`src/rtl/hazard_ctrl_param.sv`:
```
// Pipeline hazard controller for a 5-stage MIPS-style core: load-use and
// ID-stage branch-operand stalls, IF/ID flush on taken branches and jumps.
// Latency: outputs are combinational from the FSM state and the current
// hazard inputs. Backpressure: pc_write/if_id_write low freeze IF and ID.
//
// Ports:
//   clk, rst            - rising-edge clock, asynchronous active-high reset
//   if_id_instr         - instruction sitting in ID (opcode/rs/rt decoded here)
//   id_ex_mem_read      - EX-stage instruction is a load
//   id_ex_reg_write     - EX-stage instruction writes a register
//   id_ex_rd            - EX-stage destination register
//   ex_mem_mem_read     - MEM-stage instruction is a load
//   ex_mem_rd           - MEM-stage destination register
//   pc_src              - 00 sequential, 01 taken branch, 10 jump, 11 = 00
//   pc_write            - PC update enable
//   if_id_write         - IF/ID register enable
//   id_ex_bubble        - inject zeroed control into ID/EX
//   if_flush            - zero the IF/ID register
//   stall_count         - saturating count of cycles with pc_write low
module hazard_ctrl_param #(
  parameter int REG_ADDR_W   = 5,
  parameter int LOAD_STALL   = 1,
  parameter int FLUSH_SLOTS  = 1,
  parameter int BRANCH_IN_ID = 1
) (
  input  logic                  clk,
  input  logic                  rst,
  input  logic [31:0]           if_id_instr,
  input  logic                  id_ex_mem_read,
  input  logic                  id_ex_reg_write,
  input  logic [REG_ADDR_W-1:0] id_ex_rd,
  input  logic                  ex_mem_mem_read,
  input  logic [REG_ADDR_W-1:0] ex_mem_rd,
  input  logic [1:0]            pc_src,
  output logic                  pc_write,
  output logic                  if_id_write,
  output logic                  id_ex_bubble,
  output logic                  if_flush,
  output logic [15:0]           stall_count
);

  // Register specifiers in the instruction are 5 bits; destinations are
  // REG_ADDR_W bits. Compare both at the wider of the two widths so that
  // neither side is silently truncated.
  localparam int CMP_W = (REG_ADDR_W > 5) ? REG_ADDR_W : 5;

  // Stall lengths. LOAD_STALL is at most 3, so 3 bits cover LOAD_STALL+1.
  localparam logic [2:0] LS_N  = 3'(LOAD_STALL);
  localparam logic [2:0] LS_BR = 3'(LOAD_STALL + 1);

  typedef enum logic [1:0] {
    RUN   = 2'd0,
    STALL = 2'd1,
    FLUSH = 2'd2
  } state_t;

  state_t      state_q, state_d;
  logic [2:0]  cnt_q, cnt_d;
  logic [15:0] stall_cnt_q, stall_cnt_d;

  // ---------------------------------------------------------------------
  // Decode of the ID-stage instruction
  // ---------------------------------------------------------------------
  logic [5:0]       opcode;
  logic [CMP_W-1:0] rs, rt, ex_rd, mem_rd;
  logic             is_branch;
  logic             rt_used;
  logic             ex_hit;
  logic             mem_hit;
  logic             take_branch;

  // Immediate/funct bits are never looked at by the hazard logic.
  logic unused_instr_bits;
  assign unused_instr_bits = &{1'b0, if_id_instr[15:0]};

  assign opcode = if_id_instr[31:26];
  assign rs     = CMP_W'(if_id_instr[25:21]);
  assign rt     = CMP_W'(if_id_instr[20:16]);
  assign ex_rd  = CMP_W'(id_ex_rd);
  assign mem_rd = CMP_W'(ex_mem_rd);

  // beq / bne are the only instructions that compare operands in ID.
  assign is_branch = (opcode == 6'b000100) || (opcode == 6'b000101);

  // rt is a real source only for R-type, beq/bne and sw; for loads and
  // immediates it is the destination and must not trigger a stall.
  assign rt_used = (opcode == 6'b000000) || is_branch || (opcode == 6'b101011);

  // Register 0 is hard-wired to zero, so a "dependency" on it is never real.
  assign ex_hit  = (ex_rd != '0)  && ((ex_rd == rs)  || (rt_used && (ex_rd == rt)));
  assign mem_hit = (mem_rd != '0) && ((mem_rd == rs) || (rt_used && (mem_rd == rt)));

  // pc_src 11 is reserved and behaves as sequential fetch.
  assign take_branch = (pc_src == 2'b01) || (pc_src == 2'b10);

  // ---------------------------------------------------------------------
  // Required stall length for the instruction in ID (largest rule wins)
  // ---------------------------------------------------------------------
  logic [2:0] need_n;

  always_comb begin
    need_n = 3'd0;
    // Classic load-use: the loaded value is only available after MEM.
    if (id_ex_mem_read && ex_hit) begin
      need_n = LS_N;
    end
    if ((BRANCH_IN_ID != 0) && is_branch) begin
      // Branch compares in ID need the load value one stage earlier still.
      if (id_ex_mem_read && ex_hit && (LS_BR > need_n)) begin
        need_n = LS_BR;
      end
      // ALU result in EX cannot be forwarded back into the ID comparator.
      if (!id_ex_mem_read && id_ex_reg_write && ex_hit && (need_n < 3'd1)) begin
        need_n = 3'd1;
      end
      // Load in MEM: its data arrives at the end of this cycle.
      if (ex_mem_mem_read && mem_hit && (need_n < 3'd1)) begin
        need_n = 3'd1;
      end
    end
  end

  // ---------------------------------------------------------------------
  // FSM: next state and outputs
  // ---------------------------------------------------------------------
  always_comb begin
    state_d      = state_q;
    cnt_d        = cnt_q;
    pc_write     = 1'b1;
    if_id_write  = 1'b1;
    id_ex_bubble = 1'b0;
    if_flush     = 1'b0;

    unique case (state_q)
      RUN: begin
        cnt_d = 3'd0;
        if (need_n != 3'd0) begin
          // A stall wins over a simultaneous redirect; the branch is still
          // sitting in ID and gets re-evaluated once the stall ends.
          pc_write     = 1'b0;
          if_id_write  = 1'b0;
          id_ex_bubble = 1'b1;
          cnt_d        = need_n - 3'd1;
          if (need_n > 3'd1) begin
            state_d = STALL;
          end
        end else if (take_branch) begin
          if_flush = 1'b1;
          if (FLUSH_SLOTS >= 2) begin
            state_d = FLUSH;
          end
        end
      end

      STALL: begin
        // Hazard inputs are not re-examined here: the stall length was
        // fixed when the hazard was first seen.
        pc_write     = 1'b0;
        if_id_write  = 1'b0;
        id_ex_bubble = 1'b1;
        cnt_d        = cnt_q - 3'd1;
        if (cnt_q <= 3'd1) begin
          state_d = RUN;
        end
      end

      FLUSH: begin
        // Second wrong-path slot; anything now in ID is judged next cycle.
        if_flush = 1'b1;
        state_d  = RUN;
      end

      default: begin
        state_d = RUN;
        cnt_d   = 3'd0;
      end
    endcase

    // Reset must show idle outputs immediately, even while hazard inputs
    // would otherwise request a stall in RUN.
    if (rst) begin
      pc_write     = 1'b1;
      if_id_write  = 1'b1;
      id_ex_bubble = 1'b0;
      if_flush     = 1'b0;
    end
  end

  // Stall cycle counter, saturating so it never wraps back to a small value.
  always_comb begin
    stall_cnt_d = stall_cnt_q;
    if (!pc_write && (stall_cnt_q != 16'hFFFF)) begin
      stall_cnt_d = stall_cnt_q + 16'd1;
    end
  end

  always_ff @(posedge clk or posedge rst) begin
    if (rst) begin
      state_q     <= RUN;
      cnt_q       <= 3'd0;
      stall_cnt_q <= 16'd0;
    end else begin
      state_q     <= state_d;
      cnt_q       <= cnt_d;
      stall_cnt_q <= stall_cnt_d;
    end
  end

  assign stall_count = stall_cnt_q;

endmodule
```
`config.mk`:
```
export PLATFORM = sky130hd
export DESIGN_NAME = hazard_ctrl_param
export DESIGN_NICKNAME = d
export VERILOG_FILES = /design/src/rtl/hazard_ctrl_param.sv
export SDC_FILE = /design/constraint.sdc
export NUM_CORES = 1
export LEC_CHECK = 0
export CORE_AREA = 5 5 64 66
export CTS_BUF_LIST = sky130_fd_sc_hd__clkbuf_16
export CTS_CLUSTER_SIZE = 24
export DETAILED_ROUTE_END_ITERATION = 6
export DIE_AREA = 0 0 69 71
export PLACE_DENSITY = 0.76
export SLEW_MARGIN = 20
export SYNTH_ARGS = -nofsm -noshare
export SYNTH_HDL_FRONTEND = slang
export SYNTH_SLANG_ARGS = --single-unit
```
`constraint.sdc`:
```
create_clock -name clk -period 2.1 [get_ports clk]
set_input_delay 0.42 -clock clk [delete_from_list [all_inputs] [get_ports clk]]
set_output_delay 0.42 -clock clk [all_outputs]
set_load 0.1 [all_outputs]
```
* Word-level counts from Yosys, hierarchy flattened
Index checks and enable logic that the tools add are counted.
** Cells by class
- Magnitude comparators :: 5
- $add $sub $neg :: 3
- Muxes and demuxes :: 23
- Reductions and logical operators :: 26
- Equality and inequality tests :: 15
** Operators by type and width (number)
- $eq 5x5->1 :: 4
- $mux 3 :: 6
- $add 16x1->16 const B :: 1
- $ne 16x16->1 const B :: 1
- $eq 6x3->1 const B :: 2
- $logic_and 1x1->1 :: 12
- $reduce_bool 5->1 :: 2
- $pmux 3 s3 :: 1
- $mux 1 :: 8
- $mux 2 :: 4
- $eq 6x6->1 const B :: 1
- $logic_not 6->1 :: 1
- $logic_or 1x1->1 :: 6
- $lt 3x1->1 const B :: 2
- $ne 2x2->1 const B :: 3
- $pmux 1 s2 :: 3
- $sub 3x1->3 const B :: 2
- $eq 2x1->1 const B :: 2
- $eq 2x2->1 const B :: 2
- $pmux 2 s2 :: 1
- $gt 3x1->1 const B :: 1
- $le 3x1->1 const B :: 1
- $reduce_and 3->1 :: 1
- $reduce_bool 3->1 :: 1
- 3 further kinds :: 4
** Word-level totals
- Logic and storage cells :: 75
- Input bits :: 49
- Register bits after elaboration :: 21

* Logic depth before layout (Yosys ltp)
Gate-level depths: netlist of run 1.
- Word-level depth :: 27
- Depth in mapped cells :: 9
- Mapped depth without buffers :: 8

* Worst setup path before layout of run 1
OpenSTA, ideal clock, no wires.
- Path kind :: input port to output port
- From :: input if_id_instr[26]
- To :: output if_flush
- Slack :: -1609 ps
- Required time :: 1680 ps
- Stages on the path :: 6
- Arrival :: 3289 ps
- Cell sequence :: nor2b_1 mux2_2 nand4_1 a21o_1 nand2_1 nor3_1
** Between the ends
- Longest elaborated chain between the ends :: 25
- Elaborated cells between the ends (all ways) :: 33
- Those cells by class :: 3 x order compare; 3 x eq/ne; 10 x mux; 17 x reduce/logical
** RTL lines
- from (decl) :: RTL line 28 : input logic [31:0] if_id_instr,
- $eq 6x3->1 :: RTL line 83 : assign is_branch = (opcode == 6'b000100) || (opcode == 6'b000101);
- $logic_or 1x1->1 :: RTL line 83
- $logic_or 1x1->1 (2 in a row) :: RTL line 87 : assign rt_used = (opcode == 6'b000000) || is_branch || (opcode == 6'b101011);
- $logic_and 1x1->1 :: RTL line 90 : assign ex_hit = (ex_rd != '0) && ((ex_rd == rs) || (rt_used && (ex_rd == rt)));
- $logic_or 1x1->1 :: RTL line 90
- $logic_and 1x1->1 :: RTL line 90
- $logic_and 1x1->1 :: RTL line 104, 109
- $mux 1 :: RTL line 104 : if (id_ex_mem_read && ex_hit) begin
- [8 not listed]
- $lt 3x1->1 :: RTL line 117 : if (ex_mem_mem_read && mem_hit && (need_n < 3'd1)) begin
- $logic_and 1x1->1 :: RTL line 117
- $mux 3 :: RTL line 117
- $mux 3 * :: RTL line 107 : if ((BRANCH_IN_ID != 0) && is_branch) begin
- $reduce_bool 3->1 * :: RTL line 137 : if (need_n != 3'd0) begin
- $mux 1 * :: RTL line 137
- $pmux 1 s2 * :: RTL line 134 : unique case (state_q)
- $mux 1 * :: RTL line 181 : if (rst) begin
- to (decl) :: RTL line 38 : output logic if_flush,
Mark *: on every way between the ends. The rest lies on a longest branch, timed or not. The select of a mux whose other input is x is not followed.

* Worst setup path in the final report of run 1
- From :: input id_ex_rd[4]
- To :: output id_ex_bubble
** Between the ends
- Longest elaborated chain between the ends :: 22
- Elaborated cells between the ends (all ways) :: 25
- Those cells by class :: 3 x order compare; 2 x eq/ne; 10 x mux; 10 x reduce/logical
** RTL lines
- from (decl) :: RTL line 31 : input logic [REG_ADDR_W-1:0] id_ex_rd,
- $eq 5x5->1 :: RTL line 90
- $logic_and 1x1->1 :: RTL line 90
- $logic_or 1x1->1 :: RTL line 90
- $logic_and 1x1->1 * :: RTL line 90
- $logic_and 1x1->1 :: RTL line 104, 109
- $mux 1 :: RTL line 104
- $gt 2x1->1 :: RTL line 109 : if (id_ex_mem_read && ex_hit && (LS_BR > need_n)) begin
- $logic_and 1x1->1 :: RTL line 109
- [6 not listed]
- $lt 3x1->1 :: RTL line 117
- $logic_and 1x1->1 :: RTL line 117
- $mux 3 :: RTL line 117
- $mux 3 * :: RTL line 107
- $reduce_bool 3->1 * :: RTL line 137
- $mux 1 * :: RTL line 137
- $pmux 1 s2 * :: RTL line 134
- $mux 1 * :: RTL line 181
- to (decl) :: RTL line 37 : output logic id_ex_bubble,
Marks and branches as above.

==> results.sh, run 1 <==
export IMPL_status="finished, violations left"
export IMPL_violations="negative setup slack"
export IMPL_timing_fmax_mhz=439
export IMPL_setup_viol=5
export IMPL_fin_ws_ns=-0.179
export IMPL_final_util_pct=63.9
export IMPL_synth_fp_nets=185
export IMPL_yosysSeqAreaShare_pct=38.4
export IMPL_firstDrtPassIters=3
export IMPL_final_common_cell="buf_4"
export IMPL_ir_drop_v=0.000365
export IMPL_yosysWarnings=0
export IMPL_async_flop_share_pct=100
export IMPL_htree_levels=1
export IMPL_drc=0
export IMPL_gr_total_overflow=0
export IMPL_viasPerCell=4.82
export IMPL_fin_crit_sh_pct=109
export IMPL_num_rows=22
export IMPL_fin_crit_ns=2.28
export IMPL_ant_nets=0
export IMPL_drv_slew=0
export IMPL_grt_start_max_net_pins=21
export IMPL_drive_gt1_share_pct=50.7
export IMPL_drt_total_wl_mm=3.60
export IMPL_syn_area_um2=1300
export IMPL_final_hold_violation_count=0
export IMPL_cap_violations=0
export IMPL_whs_endpoint="cnt_q[0]"
export IMPL_wl_per_cell_um=14.1
export IMPL_hold_class="register to register"
export IMPL_ff2ff_setup_slack_ns=0.06
export IMPL_n_antenna_cell=0
export IMPL_start_util_pct=37.0
export IMPL_clock_sinks=20
export IMPL_vias=1228
export IMPL_cp_arrival_ns=1.86
export IMPL_clock_skew_ns=0.00349
export IMPL_gp_congestion=0.860
export IMPL_cts_clk_slew_worst_paths_ns=0.06
export IMPL_mostFrequentLayoutCells="buf_4 (31), xnor2_1 (25), dfrtp_1 (13), buf_6 (11), xor2_1 (10)"
export IMPL_synth_cell_types=28
export IMPL_rr_startpoint="stall_count[0]"
export IMPL_slew_headroom_pct=78.0
export IMPL_max_slew_worst_pin_slew_ns=0.327
export IMPL_dpl_hpwl_mm=2.88
export IMPL_grt_pass1_wl_mm=5.91
export IMPL_yosys_register_bits=20
export IMPL_worstSetupPathType="input port to output port"
export IMPL_clk_latency_ns=0.25
export IMPL_drt_initial_drc_count=34
export IMPL_seq_area_um2=514
export IMPL_rsz0062_at_grt="true"
export IMPL_critPathRequiredTime_ns=1.68
export IMPL_cts_made_buffers=3
export IMPL_min_from="cnt_q[0]"
export IMPL_cts_root_buf="clkbuf_16"
export IMPL_powerDensity_nw_per_um2=565
export IMPL_clock_path_buffers=2
export IMPL_endpoint_kind="output port"
export IMPL_ys_flop_type="dfrtp_1"
export IMPL_synth_area_per_cell_um2=9.73
export IMPL_postSynthCellCount=134
export IMPL_io_pins=69
export IMPL_die_y_um=71
export IMPL_area_delta_synth_final_pct=72.6
export IMPL_die_w_um=69
export IMPL_grtUsageTotal_pct=14.6
export IMPL_antenna_found_initial=0
export IMPL_n_fill_cell=292
export IMPL_hold_path_cell_count=1
export IMPL_synth_area_leader_cell="dfrtp_1"
export IMPL_startpoint_type="input port"
export IMPL_dieArea_um2=4900
export IMPL_cts_tree="done"
export IMPL_synth_top_cell_area_share_pct=38.4
export IMPL_r2r_cells=8
export IMPL_synth_edf_count=0
export IMPL_final_nets=259
export IMPL_multiInputGateArea_um2=925
export IMPL_synthTopCellsByArea="dfrtp_1 (38%), xnor2_1 (17%), xor2_1 (6.7%), nand3_2 (3.8%), nand4_1 (3.8%)"
export IMPL_p_leak_nw=1.02
export IMPL_port_buffers=52
export IMPL_timing_hold_ws_ns=0.464
export IMPL_crit_path_max_fanout=4
export IMPL_rr_endpoint="stall_count[1]"
export IMPL_grt_pass1_vias=1346
export IMPL_core_region_area_um2=3520
[per-layer routing]
layer / GRT usage [%] / wire, µm
met2: 27.6 / 1950
met5: 0 / 0
met1: 14.8 / 1340
met4: 6.07 / 85
met3: 4.69 / 221
[metrics by stage]
| step | worst slack (ns) | setup TNS [ns] | instance area, µm² | power, mW | instances |
|---|---|---|---|---|---|
| final | -0.179 | -0.635 | 2250 | 1.27 | 255 |
| after global placement | -0.568 | -8.87 | 2060 | 0.862 | 244 |
| after global routing | -0.258 | -1.33 | 2250 | 1.33 | 255 |
| after floorplan | -0.374 | -1.42 | 1410 | 0.712 | 134 |
| after detailed placement | -0.631 | -10.40 | 2060 | 0.871 | 244 |
| after CTS | -0.215 | -0.654 | 2200 | 1.28 | 253 |
[cell usage after synthesis (all sizes together) (3+ instances only)]
cell	instances
xnor2	26
dfrtp	20
nand2	12
xor2	10
nand3	9
inv	8
nand4	8
nor3	7
and3	4
nor2	4
and2	3
mux2	3
nor2b	3
[worst max-delay path by stage]
stage | end | start
2_1_floorplan | if_flush | if_id_instr[26]
6_report | id_ex_bubble | id_ex_rd[4]
3_3_place_gp | id_ex_bubble | id_ex_rd[4]
5_1_grt | id_ex_bubble | if_id_instr[18]
3_5_place_dp | id_ex_bubble | id_ex_rd[4]
4_1_cts | id_ex_bubble | if_id_instr[18]
[where the power goes]
| part | switching (mW) | internal [mW] |
|---|---|---|
| Clock | 0.137 | 0.254 |
| Sequential | 0.0317 | 0.418 |
| Combinational | 0.269 | 0.162 |
| Total | 0.438 | 0.834 |
[flip-flops by register name, summed over array words and instances, names as in the netlist]
name and cells:
stall_count 16, cnt_q 3, state_q 1
[cell families (layout without fill, tap and decap cells)]
| family | Yosys count | count (layout) | share of synthesized area, % |
|---|---|---|---|
| and+or+nand+nor | 53 | 53 | 23.1 |
| xor gates and xnor gates | 36 | 36 | 24.2 |
| DFF | 20 | 20 | 38.4 |
| buffers and inverters | 10 | 83 | 3.74 |
| AOI/OAI and AO/OA | 9 | 9 | 5.28 |
| muxes | 4 | 4 | 3.36 |
| adders and majority gates | 2 | 2 | 1.92 |
[worst max-delay path, cell delays in order]
cell,delay (ns)
buf_8,0.10
xor2_1,0.16
nor4_1,0.27
nand4_1,0.17
a21o_1,0.24
a21o_4,0.25
clkinvlp_4,0.08
buf_12,0.16
[cell type report]
cell class	count	area share (%)
Multi-Input combinational cell	104	41.1
Inverter	8	1.50
Sequential cell	20	22.8
Clock buffer	3	3.34
Clock inverter	1	0.167
Tap cell	48	2.67
Timing Repair Buffer	71	28.4
[what timing repair did]
action,4_1_cts,5_1_grt
hold buffers,0,0
pin swaps,15,19
buffers inserted,5,2
gates resized for setup,89,33
endpoints found under the setup margin,20,19
Power figures use the tool's default switching activity.
==> run 2, diff against run 1 <==
--- a/config.mk
+++ b/config.mk
@@ -11,6 +11,7 @@
 export DETAILED_ROUTE_END_ITERATION = 6
 export DIE_AREA = 0 0 69 71
 export PLACE_DENSITY = 0.76
+export SKIP_CTS_REPAIR_TIMING = 1
 export SLEW_MARGIN = 20
 export SYNTH_ARGS = -nofsm -noshare
 export SYNTH_HDL_FRONTEND = slang
==> constraint.sdc (replaced) <==
create_clock -name clk -period 2.95 [get_ports clk]
set_input_delay 0.59 -clock clk [delete_from_list [all_inputs] [get_ports clk]]
set_output_delay 0.59 -clock clk [all_outputs]
set_load 0.1 [all_outputs]
==> results.sh, run 2 (synthesis gave the netlist of run 1 again) <==
export IMPL_cts_root_buf="clkbuf_16"
export IMPL_gp_congestion=0.935
export IMPL_final_util_pct=59.9
export IMPL_rr_endpoint="stall_count[1]"
export IMPL_worstPathCellList="clkdlybuf4s50_1, xor2_1, nor3_1, nand4_1, a21o_1, a21o_4, clkinvlp_4, buf_12"
export IMPL_core_region_area_um2=3520
export IMPL_worst_path_largest_cell_delay_ns=0.46
export IMPL_drv_slew=0
export IMPL_wl_per_cell_um=13.4
export IMPL_hold_class="register to register"
export IMPL_dpl_hpwl_mm=2.72
export IMPL_antenna_found_initial=0
export IMPL_multiInputGateArea_um2=793
export IMPL_num_rows=22
export IMPL_cp_arrival_ns=2.32
export IMPL_final_common_cell="buf_4"
export IMPL_start_util_pct=37.0
export IMPL_timing_setup_tns_ns=0
export IMPL_n_fill_cell=316
export IMPL_final_hold_violation_count=0
export IMPL_crit_start="if_id_instr[24]"
export IMPL_drc=0
export IMPL_slew_headroom_pct=51.7
export IMPL_largest_reg_flops=16
export IMPL_dpl_cell_area_um2=1970
export IMPL_final_nets=252
export IMPL_vias=1142
export IMPL_drt_initial_drc_count=42
export IMPL_r2r_cells=8
export IMPL_worstSetupPathType="input port to output port"
export IMPL_dieArea_um2=4900
export IMPL_cts_made_buffers=3
export IMPL_powerDensity_nw_per_um2=410
export IMPL_post_place_cells=241
export IMPL_cap_violations=0
export IMPL_max_slew_worst_pin_slew_ns=0.724
export IMPL_gr_total_overflow=0
export IMPL_grt_pass1_wl_mm=5.64
export IMPL_finalPower_mw=0.865
export IMPL_ir_drop_v=0.000485
export IMPL_io_pins=69
export IMPL_fin_area_um2=2110
export IMPL_clock_skew_ns=0.00229
export IMPL_drt_total_wl_mm=3.33
export IMPL_grt_pass1_vias=1166
export IMPL_setup_viol=0
export IMPL_timing_fmax_mhz=343
export IMPL_die_w_um=69
export IMPL_crit_path_max_fanout=4
export IMPL_crit_end="id_ex_bubble"
export IMPL_critPathRequiredTime_ns=2.36
export IMPL_ant_nets=0
export IMPL_status="complete, no violations"
export IMPL_rr_startpoint="stall_count[0]"
export IMPL_grtUsageTotal_pct=13.8
export IMPL_p_leak_nw=0.984
export IMPL_n_antenna_cell=0
export IMPL_stdcell_count=248
export IMPL_port_buffers=52
export IMPL_rsz0062_at_grt="true"
export IMPL_drive_gt1_share_pct=24.5
export IMPL_cts_clk_slew_worst_paths_ns=0.05
export IMPL_grt_start_max_net_pins=21
export IMPL_clk_latency_ns=0.25
export IMPL_firstDrtPassIters=4
export IMPL_fin_crit_sh_pct=98.8
export IMPL_seq_area_um2=500
export IMPL_clock_path_buffers=2
export IMPL_htree_levels=1
export IMPL_critPathSlowestCell="clkdlybuf4s50_1"
export IMPL_endpoint_kind="output port"
export IMPL_fin_crit_ns=2.91
export IMPL_mostFrequentLayoutCells="buf_4 (27), xnor2_1 (25), clkdlybuf4s50_1 (24), dfrtp_1 (20), nand2_1 (12)"
export IMPL_area_delta_synth_final_pct=61.8
export IMPL_clock_sinks=20
export IMPL_ff2ff_setup_slack_ns=0.87
export IMPL_viasPerCell=4.60
export IMPL_die_y_um=71
export IMPL_cts_tree="done"
export IMPL_startpoint_type="input port"
## run 2: stage by stage
stage	setup slack (ns)	hold WS, ns
2_1_floorplan	0.117	0.426
3_3_place_gp	-0.0292	0.441
3_5_place_dp	-0.140	0.450
4_1_cts	-0.139	0.457
5_1_grt	-0.0365	0.494
6_report	0.0368	0.456
## run 2: metal layers
metal	track usage, %	share of wire [%]	up-vias
met3	3.13	2.9	2
met1	17.7	42	538
met4	1.95	0.33	0
met2	24.2	54	17
met5	0	0	-
li1	-	-	585
## run 2: worst min-delay path by stage
stage / cells after the start / slack [ns] / to / start
2_1_floorplan: 1 / 0.43 / cnt_q[0] / cnt_q[0]
3_3_place_gp: 1 / 0.44 / cnt_q[0] / cnt_q[0]
3_5_place_dp: 1 / 0.45 / cnt_q[0] / cnt_q[0]
4_1_cts: 1 / 0.46 / cnt_q[0] / cnt_q[0]
5_1_grt: 1 / 0.49 / cnt_q[0] / cnt_q[0]
6_report: 1 / 0.46 / cnt_q[0] / cnt_q[0]
## run 2: worst max-delay path: cells and delay by family
family	cells	cell delay, ns
buffers and inverters	3	0.71
AO/OA/AOI/OAI	2	0.51
AND/OR/NAND/NOR	2	0.34
XOR/XNOR	1	0.17
## run 2: layout make-up
class / count / share of cell area [%]
inverter: 8 / 1.60
clock buffer: 3 / 3.56
timing repair buffer: 64 / 30.5
clock inverter: 1 / 0.178
tap: 48 / 2.85
sequential: 20 / 23.7
multi-input combinational: 104 / 37.6
## run 2: report_power, final
group	switching, mW	leakage, nW	internal [mW]
Clock	0.0939	0.0385	0.180
Combinational	0.183	0.669	0.104
Sequential	0.0156	0.276	0.289
==> run 3, diff against run 2 <==
--- a/config.mk
+++ b/config.mk
@@ -5,12 +5,13 @@
 export SDC_FILE = /design/constraint.sdc
 export NUM_CORES = 1
 export LEC_CHECK = 0
-export CORE_AREA = 5 5 64 66
+export CORE_AREA = 2 2 61 63
 export CTS_BUF_LIST = sky130_fd_sc_hd__clkbuf_16
 export CTS_CLUSTER_SIZE = 24
 export DETAILED_ROUTE_END_ITERATION = 6
-export DIE_AREA = 0 0 69 71
+export DIE_AREA = 0 0 63 65
 export PLACE_DENSITY = 0.76
+export RECOVER_POWER = 25
 export SKIP_CTS_REPAIR_TIMING = 1
 export SLEW_MARGIN = 20
 export SYNTH_ARGS = -nofsm -noshare
==> results.sh, run 3 (synthesis gave the netlist of run 1 again) <==
export IMPL_critPathRequiredTime_ns=2.36
export IMPL_htree_levels=1
export IMPL_num_rows=22
export IMPL_clock_sinks=20
export IMPL_ant_nets=0
export IMPL_grt_pass1_vias=1226
export IMPL_final_nets=254
export IMPL_final_hold_violation_count=0
export IMPL_dpl_hpwl_mm=2.53
export IMPL_cap_violations=0
export IMPL_clk_latency_ns=0.24
export IMPL_fin_ws_ns=0.0364
export IMPL_die_w_um=63
export IMPL_drv_slew=0
export IMPL_cts_tree="done"
export IMPL_endpoint_kind="output port"
export IMPL_rsz0062_at_grt="true"
export IMPL_die_y_um=65
export IMPL_vias=1193
export IMPL_status="complete, no violations"
export IMPL_area_delta_synth_final_pct=59.0
export IMPL_grtUsageTotal_pct=16.0
export IMPL_io_pins=69
export IMPL_pre_cts_slack_ns=-0.0959
export IMPL_p_leak_nw=0.946
export IMPL_gp_congestion=0.771
export IMPL_timing_fmax_mhz=343
export IMPL_finalPower_mw=0.841
export IMPL_grt_start_max_net_pins=21
export IMPL_core_region_area_um2=3500
export IMPL_setup_viol=0
export IMPL_final_common_cell="xnor2_1"
export IMPL_post_place_cells=243
export IMPL_drive_gt1_share_pct=19.4
export IMPL_start_util_pct=37.3
export IMPL_wl_per_cell_um=12.9
export IMPL_clock_path_buffers=2
export IMPL_mostFrequentLayoutCells="xnor2_1 (26), clkdlybuf4s50_1 (23), dfrtp_1 (20), buf_4 (18)"
export IMPL_cp_arrival_ns=2.32
export IMPL_cts_clk_slew_worst_paths_ns=0.05
export IMPL_crit_path_max_fanout=4
export IMPL_cts_root_buf="clkbuf_16"
export IMPL_stdcell_count=249
export IMPL_ir_drop_v=0.000268
export IMPL_drt_total_wl_mm=3.21
export IMPL_fin_crit_ns=2.91
export IMPL_powerDensity_nw_per_um2=406
export IMPL_viasPerCell=4.79
export IMPL_largest_reg_flops=16
export IMPL_antenna_found_initial=0
export IMPL_hold_class="register to register"
export IMPL_cts_made_buffers=3
export IMPL_n_fill_cell=318
export IMPL_dieArea_um2=4100
export IMPL_clock_skew_ns=0.00145
export IMPL_slew_headroom_pct=21.9
export IMPL_max_slew_worst_pin_slew_ns=1.18
export IMPL_drt_initial_drc_count=51
export IMPL_n_antenna_cell=0
export IMPL_firstDrtPassIters=4
export IMPL_port_buffers=52
export IMPL_fin_crit_sh_pct=98.8
export IMPL_worstSetupPathType="input port to output port"
export IMPL_final_util_pct=59.3
export IMPL_gr_total_overflow=0
export IMPL_startpoint_type="input port"
export IMPL_grt_pass1_wl_mm=5.27
export IMPL_drc=0
run 3: cell types whose count changed in the layout (fill, tap and decap cells not counted), sizes merged:
cell           before  now
buf                32   22
clkbuf              3   15
clkdlybuf4s50      24   23
clkinv              1    0
dlymetal6s2s        8    9
run 3: where the power goes:
part	internal [mW]	switching [mW]	leakage, nW
Combinational	0.0917	0.182	0.633
Clock	0.178	0.0854	0.0370
Sequential	0.289	0.0147	0.276
Total	0.559	0.283	0.946
run 3: cell type report:
type / count / area [µm²] / area share (%)
clock buffers: 3 / 75.1 / 3.62
multi-input cells: 104 / 801 / 38.6
well taps: 48 / 60.1 / 2.90
flip-flops and latches: 20 / 500 / 24.1
inverters: 8 / 33.8 / 1.63
repair buffers: 66 / 603 / 29.1
run 3: through the flow:
step / setup TNS (ns) / hold slack (ns) / instance area [µm²]
6_report: 0 / 0.502 / 2070
2_1_floorplan: 0 / 0.426 / 1330
3_3_place_gp: -0.110 / 0.441 / 1970
5_1_grt: -0.0707 / 0.522 / 2070
4_1_cts: -0.113 / 0.487 / 2050
3_5_place_dp: -0.128 / 0.481 / 1970
run 3: final timing paths:
check,startpoint,endpoint,slack [ns],depth (start not counted)
setup reg to reg,stall_count[0],stall_count[1],0.90,8
min in group asynchronous,rst,stall_count[14],0.99,2
setup / recovery,if_id_instr[25],id_ex_bubble,0.04,8
hold / removal,cnt_q[0],cnt_q[0],0.50,1
hold reg to reg,cnt_q[0],cnt_q[0],0.50,1
max in group asynchronous,rst,stall_count[9],1.49,2
run 3: layer usage:
layer | part of all wire [%] | wire (µm) | global-route usage, % | up-vias
met4 | 1.1 | 36 | 5.00 | 0
met3 | 3.1 | 99 | 2.08 | 4
li1 | - | - | - | 589
met2 | 53 | 1710 | 30.2 | 28
met5 | 0 | 0 | 0 | -
met1 | 42 | 1360 | 18.8 | 572
run 3: critical path: stages:
cell and delay, ns:
clkdlybuf4s50_1 0.45, xor2_1 0.17, nor3_1 0.20, nand4_1 0.16, a21o_1 0.25, a21o_4 0.26
clkinvlp_4 0.08, buf_12 0.16
